==> config.mk <==
export PLATFORM = sky130hd
export DESIGN_NAME = if_stage
export DESIGN_NICKNAME = d
export VERILOG_FILES = /design/src/rtl/cpu_pkg.sv /design/src/rtl/if_id_reg.sv /design/src/rtl/if_stage.sv
export SDC_FILE = /design/constraint.sdc
export NUM_CORES = 1
export LEC_CHECK = 0
export BUFFER_PORTS_ARGS = -buffer_cell sky130_fd_sc_hd__buf_2
export CAP_MARGIN = 15
export CORE_MARGIN = 1.5
export CORE_UTILIZATION = 54
export DETAILED_ROUTE_END_ITERATION = 7
export PLACE_DENSITY = 0.8
export SLEW_MARGIN = 15
export SYNTH_ARGS = -nofsm -noshare
export SYNTH_HDL_FRONTEND = slang
export SYNTH_SLANG_ARGS = --single-unit
==> constraint.sdc <==
create_clock -name clk -period 3.02 [get_ports clk]
set_clock_uncertainty 0.2 [all_clocks]
set_input_delay 0.302 -clock clk [delete_from_list [all_inputs] [get_ports clk]]
set_output_delay 0.302 -clock clk [all_outputs]
set_load 0.02 [all_outputs]
==> src/rtl/cpu_pkg.sv <==
// Shared CPU definitions: fetch constants,
// fetch-state encoding and PC helpers.
package cpu_pkg;

  localparam logic [31:0] NOP_INSTR        = 32'h0000_0000;
  localparam logic [31:0] RESET_PC_DEFAULT = 32'h0000_0000;

  typedef enum logic [1:0] {
    FETCH   = 2'd0,
    HOLD    = 2'd1,
    DISCARD = 2'd2
  } fetch_state_e;

  function automatic logic [31:0] word_align(
    input logic [31:0] a
  );
    return {a[31:2], 2'b00};
  endfunction

endpackage

==> src/rtl/if_id_reg.sv <==
// IF/ID pipeline register: load, flush-to-bubble
// or hold; reset value is a bubble.
module if_id_reg #(
  parameter logic [31:0] NOP_INSTR = cpu_pkg::NOP_INSTR
) (
  input  logic        clk,
  input  logic        rst,
  input  logic        load_i,
  input  logic        flush_i,
  input  logic [31:0] instr_i,
  input  logic [31:0] pc4_i,
  output logic [31:0] instr_o,
  output logic [31:0] pc4_o,
  output logic        valid_o
);

  logic [31:0] instr_q;
  logic [31:0] pc4_q;
  logic        valid_q;

  always_ff @(posedge clk) begin
    if (rst || flush_i) begin
      instr_q <= NOP_INSTR;
      pc4_q   <= 32'h0;
      valid_q <= 1'b0;
    end else if (load_i) begin
      instr_q <= instr_i;
      pc4_q   <= pc4_i;
      valid_q <= 1'b1;
    end
  end

  assign instr_o = instr_q;
  assign pc4_o   = pc4_q;
  assign valid_o = valid_q;

endmodule

==> src/rtl/if_stage.sv <==
// Instruction fetch stage: PC, memory request
// handshake, stall buffering and redirect discard.
module if_stage #(
  parameter logic [31:0] RESET_PC  = cpu_pkg::RESET_PC_DEFAULT,
  parameter logic [31:0] NOP_INSTR = cpu_pkg::NOP_INSTR
) (
  input  logic        clk,
  input  logic        rst,
  input  logic        stall,
  input  logic        redirect,
  input  logic [31:0] redirect_pc,
  output logic        imem_req,
  output logic [31:0] imem_addr,
  input  logic        imem_ready,
  input  logic [31:0] imem_rdata,
  output logic [31:0] instr,
  output logic [31:0] pc_plus4_out,
  output logic        valid_out
);

  import cpu_pkg::*;

  fetch_state_e state_q, state_d;
  logic [31:0]  pc_q, pc_d;
  logic [31:0]  buf_q, buf_d;
  logic [31:0]  tgt_q, tgt_d;
  logic [31:0]  tgt_in;
  logic [31:0]  pc_plus4;
  logic [31:0]  ld_word;
  logic         load;
  logic         flush;

  assign tgt_in   = word_align(redirect_pc);
  assign pc_plus4 = pc_q + 32'd4;

  always_ff @(posedge clk) begin
    if (rst) begin
      state_q <= FETCH;
      pc_q    <= RESET_PC;
      buf_q   <= 32'h0;
      tgt_q   <= 32'h0;
    end else begin
      state_q <= state_d;
      pc_q    <= pc_d;
      buf_q   <= buf_d;
      tgt_q   <= tgt_d;
    end
  end

  always_comb begin
    state_d = state_q;
    pc_d    = pc_q;
    buf_d   = buf_q;
    tgt_d   = tgt_q;
    load    = 1'b0;
    flush   = 1'b0;
    ld_word = imem_rdata;
    unique case (state_q)
      FETCH: begin
        if (redirect) begin
          flush = 1'b1;
          if (imem_ready) begin
            pc_d = tgt_in;
          end else begin
            tgt_d   = tgt_in;
            state_d = DISCARD;
          end
        end else if (imem_ready) begin
          if (stall) begin
            buf_d   = imem_rdata;
            state_d = HOLD;
          end else begin
            load = 1'b1;
            pc_d = pc_plus4;
          end
        end else begin
          flush = !stall;
        end
      end
      HOLD: begin
        ld_word = buf_q;
        if (redirect) begin
          flush   = 1'b1;
          pc_d    = tgt_in;
          state_d = FETCH;
        end else if (!stall) begin
          load    = 1'b1;
          pc_d    = pc_plus4;
          state_d = FETCH;
        end
      end
      DISCARD: begin
        // returned word is for the old path; only bubbles leave
        flush = redirect || !stall;
        if (imem_ready) begin
          pc_d    = redirect ? tgt_in : tgt_q;
          state_d = FETCH;
        end else if (redirect) begin
          tgt_d = tgt_in;
        end
      end
      default: state_d = FETCH;
    endcase
  end

  assign imem_req  = !rst && (state_q != HOLD);
  assign imem_addr = pc_q;

  if_id_reg #(
    .NOP_INSTR(NOP_INSTR)
  ) u_if_id (
    .clk    (clk),
    .rst    (rst),
    .load_i (load),
    .flush_i(flush),
    .instr_i(ld_word),
    .pc4_i  (pc_plus4),
    .instr_o(instr),
    .pc4_o  (pc_plus4_out),
    .valid_o(valid_out)
  );

endmodule
Word level (Yosys, flattened, before mapping)

Cells that the tools add are included.

Add/subtract/negate cells: 1
Equality and inequality tests: 12
Mux-type cells: 30
Bitwise logic cells: 1
Reduce and logical (&&, ||, !) cells: 12

Operators with widths:

| cell                  | number |
|---|---|
| $mux 32               | 11 |
| $pmux 32 s3           | 1 |
| $pmux 32 s2           | 1 |
| $add 32x3->32 const B | 1 |
| $mux 2                | 7 |
| $ne 3x3->1 const B    | 4 |
| $ne 2x2->1 const B    | 5 |
| $reduce_and 4->1      | 2 |
| $mux 1                | 7 |
| $pmux 2 s3            | 1 |
| $reduce_and 5->1      | 1 |
| $pmux 1 s3            | 1 |
| $reduce_and 3->1      | 1 |
| $reduce_bool 3->1     | 1 |
| $eq 2x1->1 const B    | 1 |
| $eq 2x2->1 const B    | 1 |
| $logic_not 1->1       | 2 |
| $logic_not 2->1       | 1 |
| $logic_or 1x1->1      | 2 |
| $ne 2x1->1 const B    | 1 |
| $pmux 1 s2            | 1 |
| $reduce_bool 2->1     | 1 |
| $logic_and 1x1->1     | 1 |
| $not 1->1             | 1 |

Register bits: 163
Bits of input ports: 69
Logic and storage cells: 63

Depth between registers and ports, before layout

Gate-level depths: netlist of run 1.

Word-level depth: 5
Mapped depth: 9
Depth with buffers taken out: 6

Hierarchy

From an unflattened synthesis of run 1, not the netlist that was laid out.

Cells, all modules: 906
Area, all modules: 7678.6 sq um

By module, submodules not included:

| module    | instances | cells each | area an instance (sq um) | sequential area each (sq um) |
|---|---|---|---|---|
| if_stage  | 1         | 696        | 5338.9                   | 1961.9 |
| if_id_reg | 1         | 210        | 2339.7                   | 1301.2 |

Worst setup path after synthesis of run 1

OpenSTA, ideal clock, no wires.

Path kind: register -> register
Start: register pc_q[2] (netlist: imem_addr[2])
End: register pc_q[30] (netlist: imem_addr[30])
Data arrival time: 2257 ps
Path slack: 496 ps
Cell stages (with the launch flop): 8
Buffers on the path: 1
Clock period less this slack: 2524 ps
Cells stage by stage: dfxtp_1 > ha_1 > nand4_1 > or3_1 > clkbuf_1 > or4_4 > a211o_1 > a21oi_2

Word-level cells in the longest chain between the ends: 5
Elaborated cells on any way between the ends: 6
Those cells by class: add/sub (1); mux (5)

Ends and longest elaborated chain:

| item                   | RTL line                       | RTL |
|---|---|---|
| start, declared        | if_stage.sv:24                 | `logic [31:0] pc_q, pc_d;` |
| start signal, assigned | if_stage.sv:44                 | `pc_q <= pc_d;` |
| $add 32x3->32 (*)      | if_stage.sv:34                 | `assign pc_plus4 = pc_q + 32'd4;` |
| $mux 32 (*)            | if_stage.sv:69, if_stage.sv:86 |  |
| $mux 32                | if_stage.sv:68                 | `end else if (imem_ready) begin` |
| $mux 32                | if_stage.sv:60                 | `if (redirect) begin` |
| $pmux 32 s3 (*)        | if_stage.sv:58                 | `unique case (state_q)` |

Mark *: on every way between the ends. The rest lies on a longest branch, timed or not. The select of a mux whose other input is x is not followed.
A chain may end at the register's enable or synchronous reset.

Worst setup path in the final report of run 1

Start: register state_q[0]
End: register u_if_id.instr_q[8] (netlist: u_if_id.instr_o[8])

Word-level cells in the longest chain between the ends: 3
Elaborated cells on any way between the ends: 7
Those cells by class: eq/ne (2); mux (3); reduce/logical (2)

Ends and longest elaborated chain:

| item                                     | RTL line        | RTL |
|---|---|---|
| start, declared                          | if_stage.sv:23  | `fetch_state_e state_q, state_d;` |
| start signal, assigned                   | if_stage.sv:43  | `state_q <= state_d;` |
| $eq 2x2->1, or another cell as far along | if_stage.sv:58  |  |
| $pmux 1 s3                               | if_stage.sv:58  |  |
| $logic_or 1x1->1                         | if_id_reg.sv:22 | `if (rst \|\| flush_i) begin` |
| end signal, assigned                     | if_id_reg.sv:27 | `instr_q <= instr_i;` |
| end, declared                            | if_id_reg.sv:17 | `logic [31:0] instr_q;` |

Several ways; a longest one is shown, not always the timed one.

==> summary.md, run 1 <==
| Metric | Value |
|---|---|
| Run status | `finished, final reports clean` |
| Routed len/inst | `between 15 and 20 µm` |
| Post-synth EDFFs | `0` |
| Synth warnings | `0` |
| HP Class | `primary input to flip-flop` |
| ANT nets after route | `0` |
| Flops & latches, synth | `163` |
| Clock latency on the worst-skew pair | `0.43 ns` |
| Fraction of layout cells with a size suffix above 1 | `between 20% and 30%` |
| Kind of critical path | `flip-flop to flip-flop` |
| Reg2reg end | `u_if_id.instr_o[8]$_SDFFE_PP0P_` |
| Setup TNS | `0 ns` |
| VDD IR-drop max | `445.5 µV` |
| Final worst-path cycle share | `84.96%` |
| Slew margin rel. | `51.82%` |
| RSZ-0062 raised after global routing | `no` |
| Die Y | `~120 µm` |
| Total Die Area | `~14000 µm²` |
| Clk Tree Root Cell | `clkbuf_16` |
| Via Count | `approximately 7700` |
| Commonest non-fill, non-tap cell in the layout | `nand2_1` |
| DRC Markers | `0` |
| DRT Pass-1 Iters | `8` |
| Post-synth ARST share | `0%` |
| Leakage | `a little over 4 nW` |
| Hold Vio Cnt, Final | `0` |
| Clock Sinks | `163` |
| DRT Wirelength | `roughly 23000 µm` |
| Final #Nets | `1194` |
| First-pass GRT wire length | `35780 µm` |
| Global-route total usage across every layer | `31.46%` |
| Area Overhead vs Synth | `29.73%` |
| DIE WIDTH | `120.1 µm` |
| I/O Buffers | `164` |
| Most common flop cell mapped by yosys | `dfxtp_1` |
| # diodes | `0` |
| GRT overflow | `0` |
| Min-Delay Path Depth | `4` |
| DR vias/cell | `5.877` |
| GP Congestion | `just over 0.9` |
| Crit path max fanout | `55` |
| Hold_sp | `imem_ready` |
| Post-Syn Area | `7406 µm²` |
| PostCTS Resize Cnt | `0` |
| Final Max Slew Viols | `0` |
| Worst-case reg-to-reg path depth | `7` |
| Mean post-synth cell area | `7.955 µm²` |
| Number of global-route vias before repair | `6915` |
| Req. time, crit path | `3.14 ns` |
| I/O pins | `167` |
| Commonest non-fill, non-tap cells in the layout | `166 x nand2_1, 164 x buf_2, 163 x dfxtp_1, 121 x a21oi_1, 63 x nor2_1` |
| Core footprint | `13300 µm²` |
| Max_cap viols | `0` |
| Final setup violation count | `0` |
| Starting Density | `55.70%` |
| Max Fclk | `between 300 and 400 MHz` |
| Reg-to-reg startpoint | `state_q[0]$_SDFFE_PP0P_` |
| Crit. End Element | `flip-flop` |
| CTS tree | `yes` |
| Cell count after synthesis | `931` |
| Initial antenna violation count | `0` |
| Register area | `around 3300 µm²` |
| Minimum clock period | `around 2.6 ns` |
| Fill cell count | `990` |
| Multi-input logic area | `3811 µm²` |
| Rows | `42` |
| Inserted Clock Buffers | `17` |
| DRT iter0 DRCs | `923` |
| Crit path arrival time | `2.69 ns` |
| Critical Path Source Type | `flip-flop` |
| HPWL Detailed | `roughly 14000 µm` |
| Slew @ Worst Pin | `0.7226 ns` |
| Worst R2R Setup Slack | `0.45 ns` |
| Power Density | `535.5 nW/µm²` |
| Core Util, Final | `72.27%` |
| Reg clk slew, reported paths | `around 0.06 ns` |
| Seq/Total Area, Yosys | `44.06%` |
| Maximum clock path buffer count | `2` |
| WHS Endpoint | `tgt_q[30]$_SDFFE_PP0P_` |
| Distinct cells, synth | `60` |
| Largest net degree at the start of global routing | `96` |
| Syn Nets | `1001` |
| H-tree depth | `4` |
[per-layer routing]
metal,vias up,global-route usage [%],wire [µm]
met4,0,14.36,808
met2,384,47.86,10390
met3,67,6.939,1803
li1,3697,-,-
met1,3568,42.64,9849
met5,-,0,0
[sequential cells by signal, indices dropped and copies added, names as in the netlist]
name / count
u_if_id.pc4_o: 32
u_if_id.valid_o: 1
state_q: 2
buf_q: 32
tgt_q: 32
imem_addr: 32
u_if_id.instr_o: 32
[area by class of cell]
cell class	instances	share of cell area, %
Clock buffer	22	5.040
Sequential cell	163	33.96
Inverter	7	0.2735
Clock inverter	10	1.029
Multi-Input combinational cell	679	39.67
Timing Repair Buffer	256	17.74
Tap cell	176	2.292
[synth_stat cells, types with 2 or more instances]
| library cell | n | share of area, % |
|---|---|---|
| a211oi_1 | 38 | 3.9 |
| a21o_1 | 3 | 0.30 |
| a21oi_1 | 121 | 8.2 |
| a221o_1 | 2 | 0.27 |
| a221oi_1 | 7 | 0.83 |
| a22oi_1 | 2 | 0.20 |
| a31oi_1 | 7 | 0.59 |
| a32oi_1 | 3 | 0.35 |
| and2_1 | 2 | 0.17 |
| and3_1 | 19 | 1.6 |
| buf_1 | 8 | 0.41 |
| buf_2 | 9 | 0.61 |
| buf_4 | 2 | 0.20 |
| clkbuf_1 | 63 | 3.2 |
| dfxtp_1 | 163 | 44 |
| inv_1 | 6 | 0.30 |
| mux2i_1 | 35 | 4.7 |
| nand2_1 | 166 | 8.4 |
| nand2b_1 | 3 | 0.25 |
| nand3_1 | 24 | 1.6 |
| nand4_1 | 13 | 1.1 |
| nor2_1 | 65 | 3.3 |
| nor2b_1 | 4 | 0.34 |
| nor3_1 | 18 | 1.2 |
| nor3b_1 | 3 | 0.30 |
| nor4_1 | 12 | 1.0 |
| nor4b_1 | 2 | 0.24 |
| o211ai_1 | 5 | 0.51 |
| o21ai_0 | 57 | 3.9 |
| o221ai_1 | 2 | 0.24 |
| o311ai_0 | 2 | 0.24 |
| o31a_1 | 2 | 0.24 |
| o31ai_1 | 2 | 0.20 |
| o41ai_1 | 2 | 0.24 |
| or2_2 | 2 | 0.17 |
| or3_1 | 5 | 0.42 |
| or4_1 | 3 | 0.30 |
| xnor2_1 | 14 | 1.7 |
| xor2_1 | 14 | 1.7 |
[worst max-delay path, cell delays in order, from the launching register on]
cell and delay (ns):
dfxtp_1 0.56, nor2b_1 0.21, buf_4 0.17, o21ai_2 0.22, nor2_4 0.43, buf_12 0.30
nor2_1 0.08, a211oi_1 0.28
[repair_timing]
item	CTS	global route
setup buffers	0	0
endpoints found under the hold margin	66	0
hold buffers	62	0
[stage by stage]
step / area [µm²] / instances / hold slack (ns) / total power, mW / worst slack (ns)
after CTS: 9608 / 1313 / 0.03271 / 5.136 / 0.5040
after detailed placement: 8404 / 1219 / 0.2420 / 2.997 / 0.5228
after global placement: 8404 / 1219 / 0.2369 / 2.983 / 0.5562
after floorplan: 7406 / 931 / 0.2319 / 2.754 / 0.4957
after global routing: 9608 / 1313 / 0.06560 / 5.317 / 0.2433
final: 9608 / 1313 / 0.05698 / 5.145 / 0.4541
[how the worst max path moves through the flow]
| stage | startpoint | end | cells after the start |
|---|---|---|---|
| after floorplan | imem_addr[2]$_SDFFE_PP0P_ | imem_addr[30]$_SDFFE_PP0P_ | 7 |
| after global placement | imem_addr[15]$_SDFFE_PP0P_ | imem_addr[30]$_SDFFE_PP0P_ | 5 |
| after detailed placement | imem_addr[15]$_SDFFE_PP0P_ | imem_addr[30]$_SDFFE_PP0P_ | 5 |
| after CTS | imem_addr[17]$_SDFFE_PP0P_ | imem_addr[30]$_SDFFE_PP0P_ | 5 |
| after global routing | state_q[0]$_SDFFE_PP0P_ | u_if_id.instr_o[8]$_SDFFE_PP0P_ | 6 |
| final | state_q[0]$_SDFFE_PP0P_ | u_if_id.instr_o[8]$_SDFFE_PP0P_ | 7 |
[kinds of logic after synthesis]
kind of cell               after synthesis  share of synthesized area (%)
xor gates and xnor gates                28                          3.311
adders and majority gates                1                         0.1689
and+or+nand+nor                        347                          21.32
muxes                                   35                          4.731
DFF                                    163                          44.06
AOI/OAI and AO/OA                      268                          21.64
buffers and inverters                   89                          4.764
[power breakdown]
group	switching, mW	internal (mW)
logic	0.439	0.277
registers	0.0853	2.24
clock network	0.880	1.23
total	1.40	3.74
Power figures use the tool's default switching activity.
==> inputs of run 2 (changes only) <==
Clock period 3.02 ns to 2.4 ns, I/O delays scaled along.
==> summary.md, run 2 (synthesis gave the netlist of run 1 again) <==
| Metric | Value |
|---|---|
| Run status | `finished, final reports clean` |
| Setup WS pre-CTS | `0.07544 ns` |
| Worst-case reg-to-reg path depth | `5` |
| Final worst-path cycle share | `a little over nine tenths` |
| Setup TNS | `0 ns` |
| Power Density | `655.2 nW/µm²` |
| WP depth | `5` |
| DRC Markers | `0` |
| I/O Buffers | `164` |
| DRT Wirelength | `23470 µm` |
| Req. time, crit path | `~2.5 ns` |
| Area Overhead vs Synth | `33.87%` |
| HP Class | `primary input to flip-flop` |
| Routing usage on met2 | `between 50% and 60%` |
| VDD IR-drop max | `427.5 µV` |
| Final #Nets | `1228` |
| Total Die Area | `14430 µm²` |
| Min-Delay Path Depth | `3` |
| Final Max Slew Viols | `0` |
| Rows | `42` |
| Minimum clock period | `roughly 2.4 ns` |
| Busiest grt layer | `met2` |
| Hold Vio Cnt, Final | `0` |
| CP delay by family, top | `simple AND/OR/NAND/NOR gates` |
| Commonest non-fill, non-tap cell in the layout | `nand2_1` |
| HPWL Detailed | `15160 µm` |
| CP cell instances | `nand4_2 > or4_4 > or4_4 > xor2_1 > a21oi_1` |
| Slew @ Worst Pin | `0.6770 ns` |
| Die Y | `approximately 120 µm` |
| Maximum clock path buffer count | `2` |
| Fraction of layout cells with a size suffix above 1 | `24.25%` |
| DR vias/cell | `5.922` |
| Routed len/inst | `17.42 µm` |
| Core footprint | `13300 µm²` |
| Post-CTS setup buffer count | `0` |
| RSZ-0062 raised after global routing | `yes` |
| GP Congestion | `0.9517` |
| H-tree depth | `4` |
| Kind of critical path | `flip-flop to flip-flop` |
| Number of global-route vias before repair | `7251` |
| Final setup violation count | `0` |
| Number of buffers and inverters on the critical path | `0` |
| Inserted Clock Buffers | `17` |
| Crit path arrival time | `approximately 2.5 ns` |
| Largest net degree at the start of global routing | `52` |
| Final instance area | `9915 µm²` |
| # diodes | `0` |
| DRT iter0 DRCs | `984` |
| M3 GR Usage | `6.892%` |
| GRT overflow | `0` |
| First-pass GRT wire length | `around 37000 µm` |
| Power consumption | `around 6.5 mW` |
| Clk Tree Root Cell | `clkbuf_16` |
| Clock latency on the worst-skew pair | `0.43 ns` |
| ANT nets after route | `0` |
| Critical-path top delay cell | `or4_4` |
| Global-route total usage across every layer | `roughly a third` |
| Initial antenna violation count | `0` |
| DIE WIDTH | `120.1 µm` |
| Final WS setup | `about 0.044 ns` |
| Crit. End Element | `flip-flop` |
| Reg clk slew, reported paths | `0.07 ns` |
| Slew margin rel. | `54.39%` |
| CP peak stage delay | `0.56 ns` |
| Clock Sinks | `163` |
| Starting Density | `a little under three fifths` |
| Leakage | `4.198 nW` |
| Placed cell areas | `8706 µm²` |
| Met1 Use GR | `43.98%` |
| CTS tree | `yes` |
| Crit path max fanout | `7` |
| Max Fclk | `424.5 MHz` |
| DRT Pass-1 Iters | `5` |
| Critical Path Most Common Cell | `or4_4` |
| Critical Path Source Type | `flip-flop` |
| Via Count | `7977` |
| Fin Hold WS | `0.03258 ns` |
| Max_cap viols | `0` |
| Commonest non-fill, non-tap cells in the layout | `166 x nand2_1, 164 x buf_2, 154 x dfxtp_1, 121 x a21oi_1` |
| I/O pins | `roughly 170` |
==> run 2: changes by cell type in the layout (fill, tap and decap cells not counted), sizes merged <==
cell         delta
buf            +33
clkinv          -3
dlygate4sd3     +1
inv             +2
clkbuf          -4
clkinvlp        +5
==> run 2: final timing paths <==
kind | to | slack (ns) | start
worst max-delay path | u_if_id.pc4_o[30]$_SDFFE_PP0P_ | 0.04 | imem_addr[12]$_SDFFE_PP0P_
worst min-delay path | state_q[0]$_SDFFE_PP0P_ | 0.03 | imem_ready
worst max register to register | u_if_id.pc4_o[30]$_SDFFE_PP0P_ | 0.04 | imem_addr[12]$_SDFFE_PP0P_
worst min register to register | tgt_q[16]$_SDFFE_PP0P_ | 0.25 | tgt_q[16]$_SDFFE_PP0P_
==> run 2: timing repair <==
item / 4_1_cts / 5_1_grt
setup endpoints to repair: 0 / 5
endpoints found under the hold margin: 102 / 0
resized for setup: 0 / 2
hold buffers: 63 / 0
==> run 2: tightest hold or removal path, stage by stage <==
cell and delay (ns):
buf_2 0.17, nor2_1 0.09, nor3_1 0.12
==> run 2: layout make-up <==
class,instances,area (µm²)
clock buffers,18,439.2
clock inverters,14,127.6
fillers,964,3381
inverters,7,26.28
multi-input cells,679,3827
flip-flops and latches,163,3274
well taps,176,220.2
repair buffers,290,1999
==> run 2: metal layers <==
| layer | vias up | part of all wire, % |
|---|---|---|
| met1 | 3702 | 42 |
| met4 | 0 | 3.4 |
| met5 | - | 0 |
| met2 | 434 | 45 |
| met3 | 75 | 9.5 |
| li1 | 3766 | - |
==> run 2: through the flow <==
stage               utilization, %  std cells
floorplan                        -        931
global placement             65.48       1252
detailed placement           65.48       1252
CTS                          74.49       1347
global route                 74.57       1347
finish                       74.57       1347
==> run 2: report_power, final <==
part | total (mW) | switching (mW) | internal [mW]
combinational | 0.977 | 0.589 | 0.388
sequential | 2.91 | 0.0884 | 2.82
clock | 2.61 | 1.15 | 1.46
==> inputs of run 3 (changes only) <==
==> constraint.sdc (replaced) <==
create_clock -name clk -period 2.4 [get_ports clk]
set_clock_uncertainty 0.2 [all_clocks]
set_input_delay 0.24 -clock clk [delete_from_list [all_inputs] [get_ports clk]]
set_output_delay 0.24 -clock clk [all_outputs]
set_load 0.1 [all_outputs]
==> summary.md, run 3 (synthesis gave the netlist of run 1 again) <==
| Metric | Value |
|---|---|
| Run status | `finished, final reports clean` |
| Maximum clock path buffer count | `2` |
| Reg clk slew, reported paths | `~0.060 ns` |
| RSZ-0062 raised after global routing | `no` |
| Placed cell areas | `8685 µm²` |
| HPWL Detailed | `14970 µm` |
| Number of global-route vias before repair | `approximately 7200` |
| Worst R2R Setup Slack | `0.06 ns` |
| DIE WIDTH | `120.1 µm` |
| Clk Tree Root Cell | `clkbuf_16` |
| I/O Buffers | `between 150 and 200` |
| Final instance area | `9950 µm²` |
| Die Y | `120.1 µm` |
| ANT nets after route | `0` |
| Core Util, Final | `about three quarters` |
| DR vias/cell | `5.953` |
| Crit. End Element | `flip-flop` |
| Crit path to | `imem_addr[30]$_SDFFE_PP0P_` |
| Clock Sinks | `163` |
| Setup TNS | `0 ns` |
| Largest net degree at the start of global routing | `58` |
| Worst-case reg-to-reg path depth | `6` |
| Routed len/inst | `around 18 µm` |
| Clock latency on the worst-skew pair | `0.43 ns` |
| Post-CTS setup buffer count | `0` |
| Max Fclk | `426.7 MHz` |
| GP Congestion | `0.9844` |
| Core footprint | `13300 µm²` |
| Crit path max fanout | `8` |
| DRC Markers | `0` |
| Final worst-path cycle share | `between 90 and 100%` |
| DRT Wirelength | `23820 µm` |
| I/O pins | `167` |
| CTS tree | `yes` |
| Power Density | `roughly 710 nW/µm²` |
| Starting Density | `a little under three fifths` |
| Req. time, crit path | `2.57 ns` |
| VDD IR-drop max | `493.9 µV` |
| Fill cell count | `953` |
| Minimum clock period | `2.343 ns` |
| Area Overhead vs Synth | `34.35%` |
| Final setup violation count | `0` |
| Critical Path Source Type | `flip-flop` |
| Critical path launch point | `imem_addr[2]$_SDFFE_PP0P_` |
| H-tree depth | `4` |
| Reg-to-reg startpoint | `imem_addr[2]$_SDFFE_PP0P_` |
| DRT Pass-1 Iters | `6` |
| Slew @ Worst Pin | `0.6374 ns` |
| Kind of critical path | `flip-flop to flip-flop` |
| Final Max Slew Viols | `0` |
| Rows | `42` |
| # diodes | `0` |
| Leakage | `4.171 nW` |
| Via Count | `7936` |
| Max_cap viols | `0` |
| Setup WS pre-CTS | `0.09307 ns` |
| Inserted Clock Buffers | `17` |
| Hold Vio Cnt, Final | `0` |
| Global-route total usage across every layer | `32.67%` |
| Initial antenna violation count | `1` |
| HP Class | `primary input to flip-flop` |
| Commonest non-fill, non-tap cells in the layout | `166 x nand2_1, 164 x buf_2, 138 x dfxtp_1, 121 x a21oi_1, 63 x dlygate4sd3_1` |
| Fraction of layout cells with a size suffix above 1 | `24.72%` |
| Total Die Area | `14430 µm²` |
| First-pass GRT wire length | `36960 µm` |
| DRT iter0 DRCs | `approximately 900` |
| GRT overflow | `0` |
| Commonest non-fill, non-tap cell in the layout | `nand2_1` |
| Reg2reg end | `imem_addr[30]$_SDFFE_PP0P_` |
| Final #Nets | `1214` |
| Final WS setup | `roughly 0.057 ns` |
| Slew margin rel. | `57.06%` |
| Crit path arrival time | `2.51 ns` |
[run 3: cell types whose count changed in the layout (fill, tap and decap cells not counted), sizes merged]
cell / previous run / this run
clkbuf: 18 / 21
clkinv: 2 / 3
inv: 11 / 12
clkinvlp: 7 / 2
bufinv: 1 / 2
buf: 227 / 212
[run 3: worst max-delay path, stage by stage, from the launching register on]
cell and delay, ns:
dfxtp_4 0.40, ha_4 0.15, nand4_1 0.19, or3_1 0.40, or4_4 0.53, a211o_1 0.30, a21oi_2 0.11
[run 3: metrics by stage]
stage	hold WS [ns]	power (mW)	cells
floorplan	0.1760	3.876	931
global placement	0.2369	4.187	1237
detailed placement	0.2426	4.205	1237
CTS	0.009565	7.009	1332
global route	0.09066	7.248	1333
finish	0.03399	7.032	1333
[run 3: per-layer routing]
metal,vias to the layer above,GRT usage (%),share of wire [%]
li1,3747,-,-
met4,2,13.10,3.1
met5,-,0,0.050
met3,73,7.890,10
met2,467,50.61,46
met1,3647,43.83,41
[run 3: how the worst min path moves through the flow]
stage	start	end	slack (ns)	cells past startpoint
after floorplan	redirect_pc[11]	tgt_q[11]$_SDFFE_PP0P_	0.18	2
after global placement	tgt_q[9]$_SDFFE_PP0P_	tgt_q[9]$_SDFFE_PP0P_	0.24	2
after detailed placement	tgt_q[16]$_SDFFE_PP0P_	tgt_q[16]$_SDFFE_PP0P_	0.24	2
after CTS	imem_ready	state_q[0]$_SDFFE_PP0P_	0.01	3
after global routing	imem_ready	state_q[0]$_SDFFE_PP0P_	0.09	3
final	imem_ready	state_q[0]$_SDFFE_PP0P_	0.03	3
[run 3: layout make-up]
cell class / count / area (µm²) / share of cell area, %
clock inverters: 12 / 143.9 / 1.446
well taps: 176 / 220.2 / 2.213
inverters: 7 / 26.28 / 0.2641
clock buffers: 20 / 456.7 / 4.590
repair buffers: 276 / 1912 / 19.22
multi-input cells: 679 / 3841 / 38.61
flip-flops and latches: 163 / 3349 / 33.66
[run 3: timing repair]
item                       in CTS  in global routing
hold buffers                   63                  0
hold endpoints to repair      100                  0
resized for setup               0                  2
setup endpoints to repair       0                  5
[run 3: report_power, final]
group | internal, mW | total, mW | switching [mW]
clock network | 1.61 | 2.76 | 1.15
logic | 0.375 | 1.35 | 0.971
registers | 2.81 | 2.93 | 0.115
